## config.mk

```make
export PLATFORM = sky130hd
export DESIGN_NAME = mul_unit
export DESIGN_NICKNAME = d
export VERILOG_FILES = /design/src/rtl/mul_pkg.sv /design/src/rtl/mul_fixup.sv /design/src/rtl/mul_unit.sv
export SDC_FILE = /design/constraint.sdc
export NUM_CORES = 1
export LEC_CHECK = 0
export ABC_CLOCK_PERIOD_IN_PS = 5950
export CORE_MARGIN = 1.5
export CORE_UTILIZATION = 59
export DETAILED_ROUTE_END_ITERATION = 6
export GPL_TIMING_DRIVEN = 0
export PLACE_DENSITY = 0.86
export SLEW_MARGIN = 20
export SYNTH_ARGS = -nofsm -noshare
export SYNTH_HDL_FRONTEND = slang
export SYNTH_HIERARCHICAL = 1
export SYNTH_SLANG_ARGS = --single-unit
```

## constraint.sdc

```tcl
create_clock -name clk -period 5.95 [get_ports clk]
set_input_delay 0.595 -clock clk [delete_from_list [all_inputs] [get_ports clk]]
set_output_delay 0.595 -clock clk [all_outputs]
set_load 0.02 [all_outputs]
```

## src/rtl/mul_pkg.sv

```systemverilog
// Shared definitions for the iterative multiply unit: op encodings, FSM states
// and the operand-magnitude helper used when loading SMULL operands.
package mul_pkg;

    localparam int MUL_ITER = 32;

    localparam logic [1:0] MUL_OP_MUL   = 2'b00;
    localparam logic [1:0] MUL_OP_MLA   = 2'b01;
    localparam logic [1:0] MUL_OP_UMULL = 2'b10;
    localparam logic [1:0] MUL_OP_SMULL = 2'b11;

    typedef enum logic [1:0] {
        ST_IDLE = 2'd0,
        ST_RUN  = 2'd1,
        ST_FIX  = 2'd2,
        ST_DONE = 2'd3
    } mul_state_t;

    // 0x80000000 maps to itself, which is its correct unsigned magnitude.
    function automatic logic [31:0] abs32(input logic [31:0] v);
        return v[31] ? (32'd0 - v) : v;
    endfunction

endpackage

```

## src/rtl/mul_fixup.sv

```systemverilog
// Final-cycle correction of the raw unsigned product: SMULL sign restore,
// MLA accumulate, MUL/MLA high-word clear and N/Z flag generation.
module mul_fixup
    import mul_pkg::*;
(
    input  logic [1:0]  op,
    input  logic        sign,
    input  logic [63:0] prod,
    input  logic [31:0] acc,
    output logic [31:0] lo,
    output logic [31:0] hi,
    output logic        n_flag,
    output logic        z_flag
);

    logic [63:0] prod_adj_s;

    // Restore the sign of the product and shape the result words for the op.
    always_comb begin
        prod_adj_s = prod;
        lo         = prod[31:0];
        hi         = 32'd0;
        n_flag     = 1'b0;
        z_flag     = 1'b0;
        if ((op == MUL_OP_SMULL) && sign) begin
            prod_adj_s = 64'd0 - prod;
        end else begin
            prod_adj_s = prod;
        end
        case (op)
            MUL_OP_MUL: begin
                lo     = prod_adj_s[31:0];
                hi     = 32'd0;
                n_flag = lo[31];
                z_flag = (lo == 32'd0);
            end
            MUL_OP_MLA: begin
                lo     = prod_adj_s[31:0] + acc;
                hi     = 32'd0;
                n_flag = lo[31];
                z_flag = (lo == 32'd0);
            end
            MUL_OP_UMULL, MUL_OP_SMULL: begin
                lo     = prod_adj_s[31:0];
                hi     = prod_adj_s[63:32];
                n_flag = hi[31];
                z_flag = (prod_adj_s == 64'd0);
            end
            default: begin
                lo     = 32'd0;
                hi     = 32'd0;
                n_flag = 1'b0;
                z_flag = 1'b0;
            end
        endcase
    end

endmodule

```

## src/rtl/mul_unit.sv

```systemverilog
// Iterative radix-2 shift-add multiplier for MUL/MLA/UMULL/SMULL with a fixed
// 34-cycle start-to-done latency and registered results that hold until the next FIX.
module mul_unit
    import mul_pkg::*;
#(
    parameter int ITER = MUL_ITER
) (
    input  logic        clk,
    input  logic        reset_n,
    input  logic        start,
    input  logic [1:0]  op,
    input  logic [31:0] a,
    input  logic [31:0] b,
    input  logic [31:0] acc,
    output logic        busy,
    output logic        done,
    output logic [31:0] result_lo,
    output logic [31:0] result_hi,
    output logic        n_flag,
    output logic        z_flag
);

    mul_state_t  state_r;
    mul_state_t  state_nx_s;
    logic [4:0]  cnt_r;
    logic [1:0]  op_r;
    logic [31:0] acc_r;
    logic        sign_r;
    logic [31:0] mcand_r;
    logic [31:0] mplr_r;
    logic [63:0] prod_r;
    logic [32:0] sum_s;
    logic        start_ok_s;
    logic        busy_r;
    logic        done_r;
    logic [31:0] lo_r;
    logic [31:0] hi_r;
    logic        n_r;
    logic        z_r;
    logic [31:0] fix_lo_s;
    logic [31:0] fix_hi_s;
    logic        fix_n_s;
    logic        fix_z_s;

    // Next-state decode; start is only honoured from IDLE or DONE.
    always_comb begin
        state_nx_s = state_r;
        start_ok_s = 1'b0;
        case (state_r)
            ST_IDLE: begin
                if (start) begin
                    state_nx_s = ST_RUN;
                    start_ok_s = 1'b1;
                end else begin
                    state_nx_s = ST_IDLE;
                end
            end
            ST_RUN: begin
                if (cnt_r == 5'(ITER - 1)) begin
                    state_nx_s = ST_FIX;
                end else begin
                    state_nx_s = ST_RUN;
                end
            end
            ST_FIX: begin
                state_nx_s = ST_DONE;
            end
            ST_DONE: begin
                if (start) begin
                    state_nx_s = ST_RUN;
                    start_ok_s = 1'b1;
                end else begin
                    state_nx_s = ST_IDLE;
                end
            end
            default: begin
                state_nx_s = ST_IDLE;
            end
        endcase
    end

    // One shift-add step: conditional add into the upper half, carry kept for the shift.
    always_comb begin
        sum_s = {1'b0, prod_r[63:32]};
        if (mplr_r[0]) begin
            sum_s = {1'b0, prod_r[63:32]} + {1'b0, mcand_r};
        end else begin
            sum_s = {1'b0, prod_r[63:32]};
        end
    end

    // State and status register updates.
    always_ff @(posedge clk or negedge reset_n) begin
        if (!reset_n) begin
            state_r <= ST_IDLE;
            busy_r  <= 1'b0;
            done_r  <= 1'b0;
        end else begin
            state_r <= state_nx_s;
            busy_r  <= (state_nx_s == ST_RUN) || (state_nx_s == ST_FIX);
            done_r  <= (state_r == ST_FIX);
        end
    end

    // Operand capture on an accepted start, then iterate while in RUN.
    always_ff @(posedge clk or negedge reset_n) begin
        if (!reset_n) begin
            op_r    <= MUL_OP_MUL;
            acc_r   <= 32'd0;
            sign_r  <= 1'b0;
            mcand_r <= 32'd0;
            mplr_r  <= 32'd0;
            prod_r  <= 64'd0;
            cnt_r   <= 5'd0;
        end else if (start_ok_s) begin
            op_r   <= op;
            acc_r  <= acc;
            prod_r <= 64'd0;
            cnt_r  <= 5'd0;
            if (op == MUL_OP_SMULL) begin
                mcand_r <= abs32(a);
                mplr_r  <= abs32(b);
                sign_r  <= a[31] ^ b[31];
            end else begin
                mcand_r <= a;
                mplr_r  <= b;
                sign_r  <= 1'b0;
            end
        end else if (state_r == ST_RUN) begin
            prod_r <= {sum_s, prod_r[31:1]};
            mplr_r <= {1'b0, mplr_r[31:1]};
            cnt_r  <= cnt_r + 5'd1;
        end
    end

    mul_fixup u_fixup (
        .op     (op_r),
        .sign   (sign_r),
        .prod   (prod_r),
        .acc    (acc_r),
        .lo     (fix_lo_s),
        .hi     (fix_hi_s),
        .n_flag (fix_n_s),
        .z_flag (fix_z_s)
    );

    // Result registers load only in FIX so they hold through any following RUN.
    always_ff @(posedge clk or negedge reset_n) begin
        if (!reset_n) begin
            lo_r <= 32'd0;
            hi_r <= 32'd0;
            n_r  <= 1'b0;
            z_r  <= 1'b0;
        end else if (state_r == ST_FIX) begin
            lo_r <= fix_lo_s;
            hi_r <= fix_hi_s;
            n_r  <= fix_n_s;
            z_r  <= fix_z_s;
        end
    end

    assign busy      = busy_r;
    assign done      = done_r;
    assign result_lo = lo_r;
    assign result_hi = hi_r;
    assign n_flag    = n_r;
    assign z_flag    = z_r;

endmodule

```

### After elaboration in Yosys (flattened, before gate mapping)

Index checks and enable logic that the tools add are counted.

| storage, ports and cells | value |
|---|---|
| output and inout bits | 68 |
| register bits after elaboration | 238 |
| input bits | 101 |

| cells by class | value |
|---|---|
| bitwise logic cells | 1 |
| $add $sub $neg | 6 |
| multiplexer cells | 22 |
| reduce and logical (&&, ||, !) cells | 12 |
| equal/unequal tests | 10 |

Operators with widths:

| cell | number |
|---|---|
| 32-bit two-way mux | 6 |
| 64-bit two-way mux | 3 |
| 32-bit one-hot mux with 2 select lines | 2 |
| 32-bit logical NOT | 2 |
| 64-bit logical NOT | 1 |
| 1-bit by 32-bit subtractor with 32-bit output (first input constant) | 2 |
| 1-bit by 64-bit subtractor with 64-bit output (first input constant) | 1 |
| 32-bit by 32-bit adder with 33-bit output | 1 |
| 33-bit two-way mux | 1 |
| 32-bit adder | 1 |
| 2-bit equality test (second input constant) | 6 |
| 5-bit two-way mux | 2 |
| 2-bit by 1-bit equality test with 1-bit output (second input constant) | 3 |
| 1-bit one-hot mux with 3 select lines | 2 |
| 2-bit one-hot mux with 3 select lines | 1 |
| 2-bit OR reduction | 3 |
| 5-bit by 1-bit adder with 5-bit output (second input constant) | 1 |
| 5-bit equality test (second input constant) | 1 |
| 2-bit logical NOT | 2 |
| 1-bit two-way mux | 4 |
| 3-bit OR reduction | 1 |
| 2-bit two-way mux | 1 |
| 2-bit nonzero test | 1 |
| 1-bit logical AND | 1 |
| 2 further kinds | 2 |

### Longest topological paths before layout

| depth | value |
|---|---|
| depth after elaboration | 6 |
| gate-level depth with buffers | 21 |
| depth with buffers taken out | 19 |

### By module

The synthesis kept the hierarchy.

Modules (own cells, without submodules):

| module | area an instance (um^2) | seq. area each (um^2) | times used | cells each |
|---|---|---|---|---|
| mul_unit | 12,462.0 | 5,955.7 | 1 | 1,261 |
| mul_fixup | 4,571.9 | 0.0 | 1 | 695 |

### Worst setup path after synthesis

Ideal clock, no wire load.

| timing path | value |
|---|---|
| kind | register -> register |
| start | reg prod_r[10] |
| end | reg z_r (netlist: z_flag) |
| stages on the path, launching flop included | 19 |
| data required time | 5.885 ns |
| slack | 1.303 ns |
| arrival | 4.582 ns |
| clock period less this slack | 4.647 ns |
| path through | dfrtp_1 > or4_4 > or4_4 > buf_6 > or2_2 > nand2_1 > xnor2_1 > ha_1 > clkbuf_1 > and3_1 > a31oi_1 > nand2_1 > or3_1 > a221oi_1 > nand4bb_1 > nor4_1 > nand4_1 > o41ai_1 > mux2_2 |

| on the way | value |
|---|---|
| longest elaborated chain between the ends | 5 |

RTL lines:

| what | line | source |
|---|---|---|
| from (decl) | mul_unit.sv:31 | `logic [63:0] prod_r;` |
| from (signal assigned) | mul_unit.sv:130 | `prod_r <= {sum_s, prod_r[31:1]};` |
| 1-bit by 64-bit subtractor with 64-bit output | mul_fixup.sv:26 | `prod_adj_s = 64'd0 - prod;` |
| 64-bit two-way mux * | mul_fixup.sv:25 | `if ((op == MUL_OP_SMULL) && sign) begin` |
| 32-bit adder | mul_fixup.sv:38 | `lo = prod_adj_s[31:0] + acc;` |
| 32-bit logical NOT | mul_fixup.sv:41 | `z_flag = (lo == 32'd0);` |
| 1-bit one-hot mux with 3 select lines * | mul_fixup.sv:30 | `case (op)` |
| net fix_z_s | mul_unit.sv:43 | `logic fix_z_s;` |
| to (signal assigned) | mul_unit.sv:158 | `z_r <= fix_z_s;` |
| to (decl) | mul_unit.sv:39 | `logic z_r;` |

The timed path passes the listed nets; every way through them passes the cells marked *.
A chain may end at the register's enable or synchronous reset.

### Final worst setup path

| timing path | value |
|---|---|
| start | reg op_r[0] |
| end | reg z_r (netlist: z_flag) |

| on the way | value |
|---|---|
| longest elaborated chain between the ends | 6 |

RTL lines:

| what | line | source |
|---|---|---|
| from (decl) | mul_unit.sv:26 | `logic [1:0] op_r;` |
| from (signal assigned) | mul_unit.sv:116 | `op_r <= op;` |
| 2-bit equality test | mul_fixup.sv:25, mul_fixup.sv:30 |  |
| 1-bit logical AND | mul_fixup.sv:25 |  |
| 64-bit two-way mux | mul_fixup.sv:25 |  |
| 32-bit adder | mul_fixup.sv:38 |  |
| 32-bit logical NOT | mul_fixup.sv:41 |  |
| 1-bit one-hot mux with 3 select lines * | mul_fixup.sv:30 |  |
| net fix_z_s | mul_unit.sv:43 |  |

Marked as above.

==> metrics <==
Tot GR Track Use 35.44%; Synth Register Bits 238; crit path DAT 6110 ps; area delta synth->final 19.59%; Clock Latency Late Sink 550 ps; Synth Net Count approximately 2100; initial core utilization 59.67%; global-route wire length before repair 85090 µm; Flop pwr share 26.5%; Longest Clk Path Bufs 3; vias in the first global route about 16000; Post-DRT Antenna Nets 0; CP top delay family compound AO/OA/AOI/OAI gates; clk slew on worst S/H paths 60 ps; synth warn 6; Avg Vias per Cell 6.248; Setup Viol. Count Final 0; RR Startpoint op_r[0]; fin nets 2338; clock skew 13.74 ps; hold crit path type flop to flop; critical path's most frequent cell o21ai_0; drt total wl 53270 µm; worst-margin pin slew 965.4 ps; antenna diode count 0; register area share after synthesis roughly a third; highest clock rate 0.1781 GHz; TritonCTS buffer count 28; Slew HR 35.05%; run status finished, final reports clean; critical path class flop to flop; Power Total about 11000 µW; Rows between 60 and 70; via count roughly 16000; synthesized area per cell 8.709 µm²; Hold Fails Final Rpt 0; Int Pwr approximately 5700 µW; Logic pwr share 55.8%; placed cell areas 19270 µm²; initial antenna violation count 0; fin area between 20000 and 25000 µm²; WP buf/inv 4; drt drc 0; Synth cell types 78; CTS tree built; leakage 0.009226 µW; Net Sw Frac between 40% and 50%; leading post-synthesis cells by cell area dfrtp_1 35%, nand2_1 5.7%, ha_1 5.7%; Commonest cells post-synth 257 x nand2_1, 238 x dfrtp_1, 157 x nor2_1; Power Density 532.8 nW/µm²; Post-synth EDFFs 0; area leader, netlist dfrtp_1; Core Region 28550 µm²; Max stage delay on crit path about 530 ps; RSZ-0062 raised after global routing no; cells after synthesis 1956; Ports 169; Net Switching 5126 µW; # clock sinks 238; CP max-delay cell dfrtp_1; Multi-input gate area between 10000 and 15000 µm²; First-pass DRT Iterations 5; width of the die 172.9 µm; Req. time, crit path 6440 ps; filler cell count ~2200; ys flop type dfrtp_1; VDD IR max 265.4 µV; DRT iter0 DRCs 1492; Min-Delay Endpoint acc_r[2]; Crit Reg-Reg Endpoint z_flag; WL/cell 20.78 µm; DP HPWL 40840 µm; part of the cycle the worst path needs 94.35%; most frequent cell after synthesis nand2_1; CP startpoint kind flop; CTS root buf clkbuf_16; post-layout min period 5614 ps; Mapped Area around 17000 µm²; top fanout value on the critical path 10; clock power share 17.7%; die height 172.9 µm; Post-synth ARST share between 90% and 100%; MaxCap Viol Count 0; Cell Chain, Critical Path and3_1 > clkbuf_1 > clkbuf_4 > clkbuf_2 > o21ai_0 > xor2_1 > inv_1 > ha_1 > a21oi_1 > o21ai_0 > a31oi_1 > nand2_1 > or3_1 > a221oi_1 > nand4bb_1 > nor4_1 > nand4_1 > o41ai_1 > mux2_2; CP Capture Type flop; Synth top area share 34.96%; H-tree depth 1; R2R depth 19; hold path depth 2; pins over their slew limit 0; reg2reg setup slack 340 ps; DIE AREA 29900 µm²; Port Buffer Count 168; grt ovf 0; hold_sp acc_r[2]; sequential cell area 5956 µm²; total setup buffers inserted after CTS 0; share of cells above drive strength 1 8.440%; GPL Wtd Cong ~0.95; largest net degree at the start of global routing 99
[cell type report]
| class | instances | area share, % |
|---|---|---|
| clock inverter | 18 | 1.284 |
| tap | 384 | 2.359 |
| buffer | 107 | 2.168 |
| timing repair buffer | 172 | 8.636 |
| clock buffer | 34 | 3.851 |
| inverter | 37 | 0.6818 |
| multi-input combinational | 1574 | 51.78 |
| sequential | 238 | 29.24 |
[worst register-to-register path, delay by kind of cell, from the launching register on]
| kind | cells | cell delay [ps] |
|---|---|---|
| buf+inv | 4 | 1110 |
| simple gates | 6 | 1390 |
| compound gates | 6 | 1690 |
| xor+xnor | 1 | 270 |
| fa+ha+maj | 1 | 350 |
| mux | 1 | 220 |
| flops | 1 | 530 |
[per-stage QoR]
stage | setup slack (ps) | std cells | TNS (ps) | utilization (%) | hold slack (ps)
2_1_floorplan | 1303 | 1956 | 0 | - | 299.4
3_3_place_gp | -5440 | 2508 | -1287980 | 67.24 | 470.7
3_5_place_dp | -578.1 | 2511 | -1553 | 67.52 | 474.5
4_1_cts | 11.98 | 2564 | 0 | 71.27 | 488.7
5_1_grt | 29.10 | 2564 | 0 | 71.36 | 512.8
6_report | 336.2 | 2564 | 0 | 71.36 | 486.5
[repair_timing]
| item | 4_1_cts | 5_1_grt |
|---|---|---|
| hold endpoints to repair | 45 | 0 |
| gates resized for setup | 6 | 14 |
| pin swaps | 0 | 0 |
| setup endpoints to repair | 7 | 5 |
| hold buffers | 1 | 0 |
[metal layers]
metal / global-route usage, % / vias to the layer above / wire (µm)
met2: 61.68 / 715 / 26190
met4: 18.88 / 0 / 2943
met1: 43.05 / 7689 / 20900
met5: 0 / - / 0
met3: 4.354 / 172 / 3237
li1: - / 7444 / -
[state kept, by name, summed over array words and instances (netlist names)]
register / count
done: 1
cnt_r: 5
op_r: 2
mplr_r: 32
n_flag: 1
result_hi: 32
mcand_r: 32
busy: 1
state_r: 2
acc_r: 32
z_flag: 1
prod_r: 64
sign_r: 1
result_lo: 32
[power groups by stage]
stage	Combinational, µW	Sequential, µW	Clock, µW
final	6060	2870	1920
after global routing	6630	2950	2000
after CTS	5920	2840	1940
after detailed placement	5860	2860	0
after global placement	5700	2830	0
after floorplan	4350	2670	0
[kinds of logic (layout without fill, tap and decap cells)]
group / count (synthesis) / in the layout / synth area share (%)
DFF: 238 / 238 / 34.96
buffers and inverters: 144 / 368 / 3.335
AOI/OAI and AO/OA: 498 / 498 / 18.39
adders and majority gates: 79 / 79 / 5.891
muxes: 150 / 150 / 9.336
xor gates and xnor gates: 168 / 168 / 8.638
and+or+nand+nor: 679 / 679 / 19.45
[worst max path at each step]
stage | start | endpoint | cells past startpoint
floorplan | prod_r[10] | z_flag | 18
global placement | reset_n | mplr_r[26] | 1
detailed placement | op_r[1] | z_flag | 18
CTS | op_r[1] | z_flag | 18
global route | op_r[0] | z_flag | 19
finish | op_r[0] | z_flag | 19
[placed cells by master, fill, tap and decap left out, drive strengths merged, types with 8 or more instances in the layout]
cell / count
a31oi: 32
o31ai: 30
clkdlybuf4s50: 167
xor2: 67
buf: 35
nor2b: 27
and2: 16
o21ai: 137
o211ai: 10
or2: 11
mux2: 71
or4: 17
a22oi: 9
dfrtp: 238
nor2: 157
nor3: 46
a21oi: 139
clkbuf: 110
xnor2: 101
or3: 26
a41oi: 8
o22ai: 8
nand2b: 14
inv: 38
a211oi: 23
nand2: 258
o41ai: 11
a21o: 30
nand4: 21
nand3: 31
mux2i: 79
and3: 9
a21boi: 13
ha: 77
nor4: 23
Note: power is estimated with default switching activity, not from simulation.
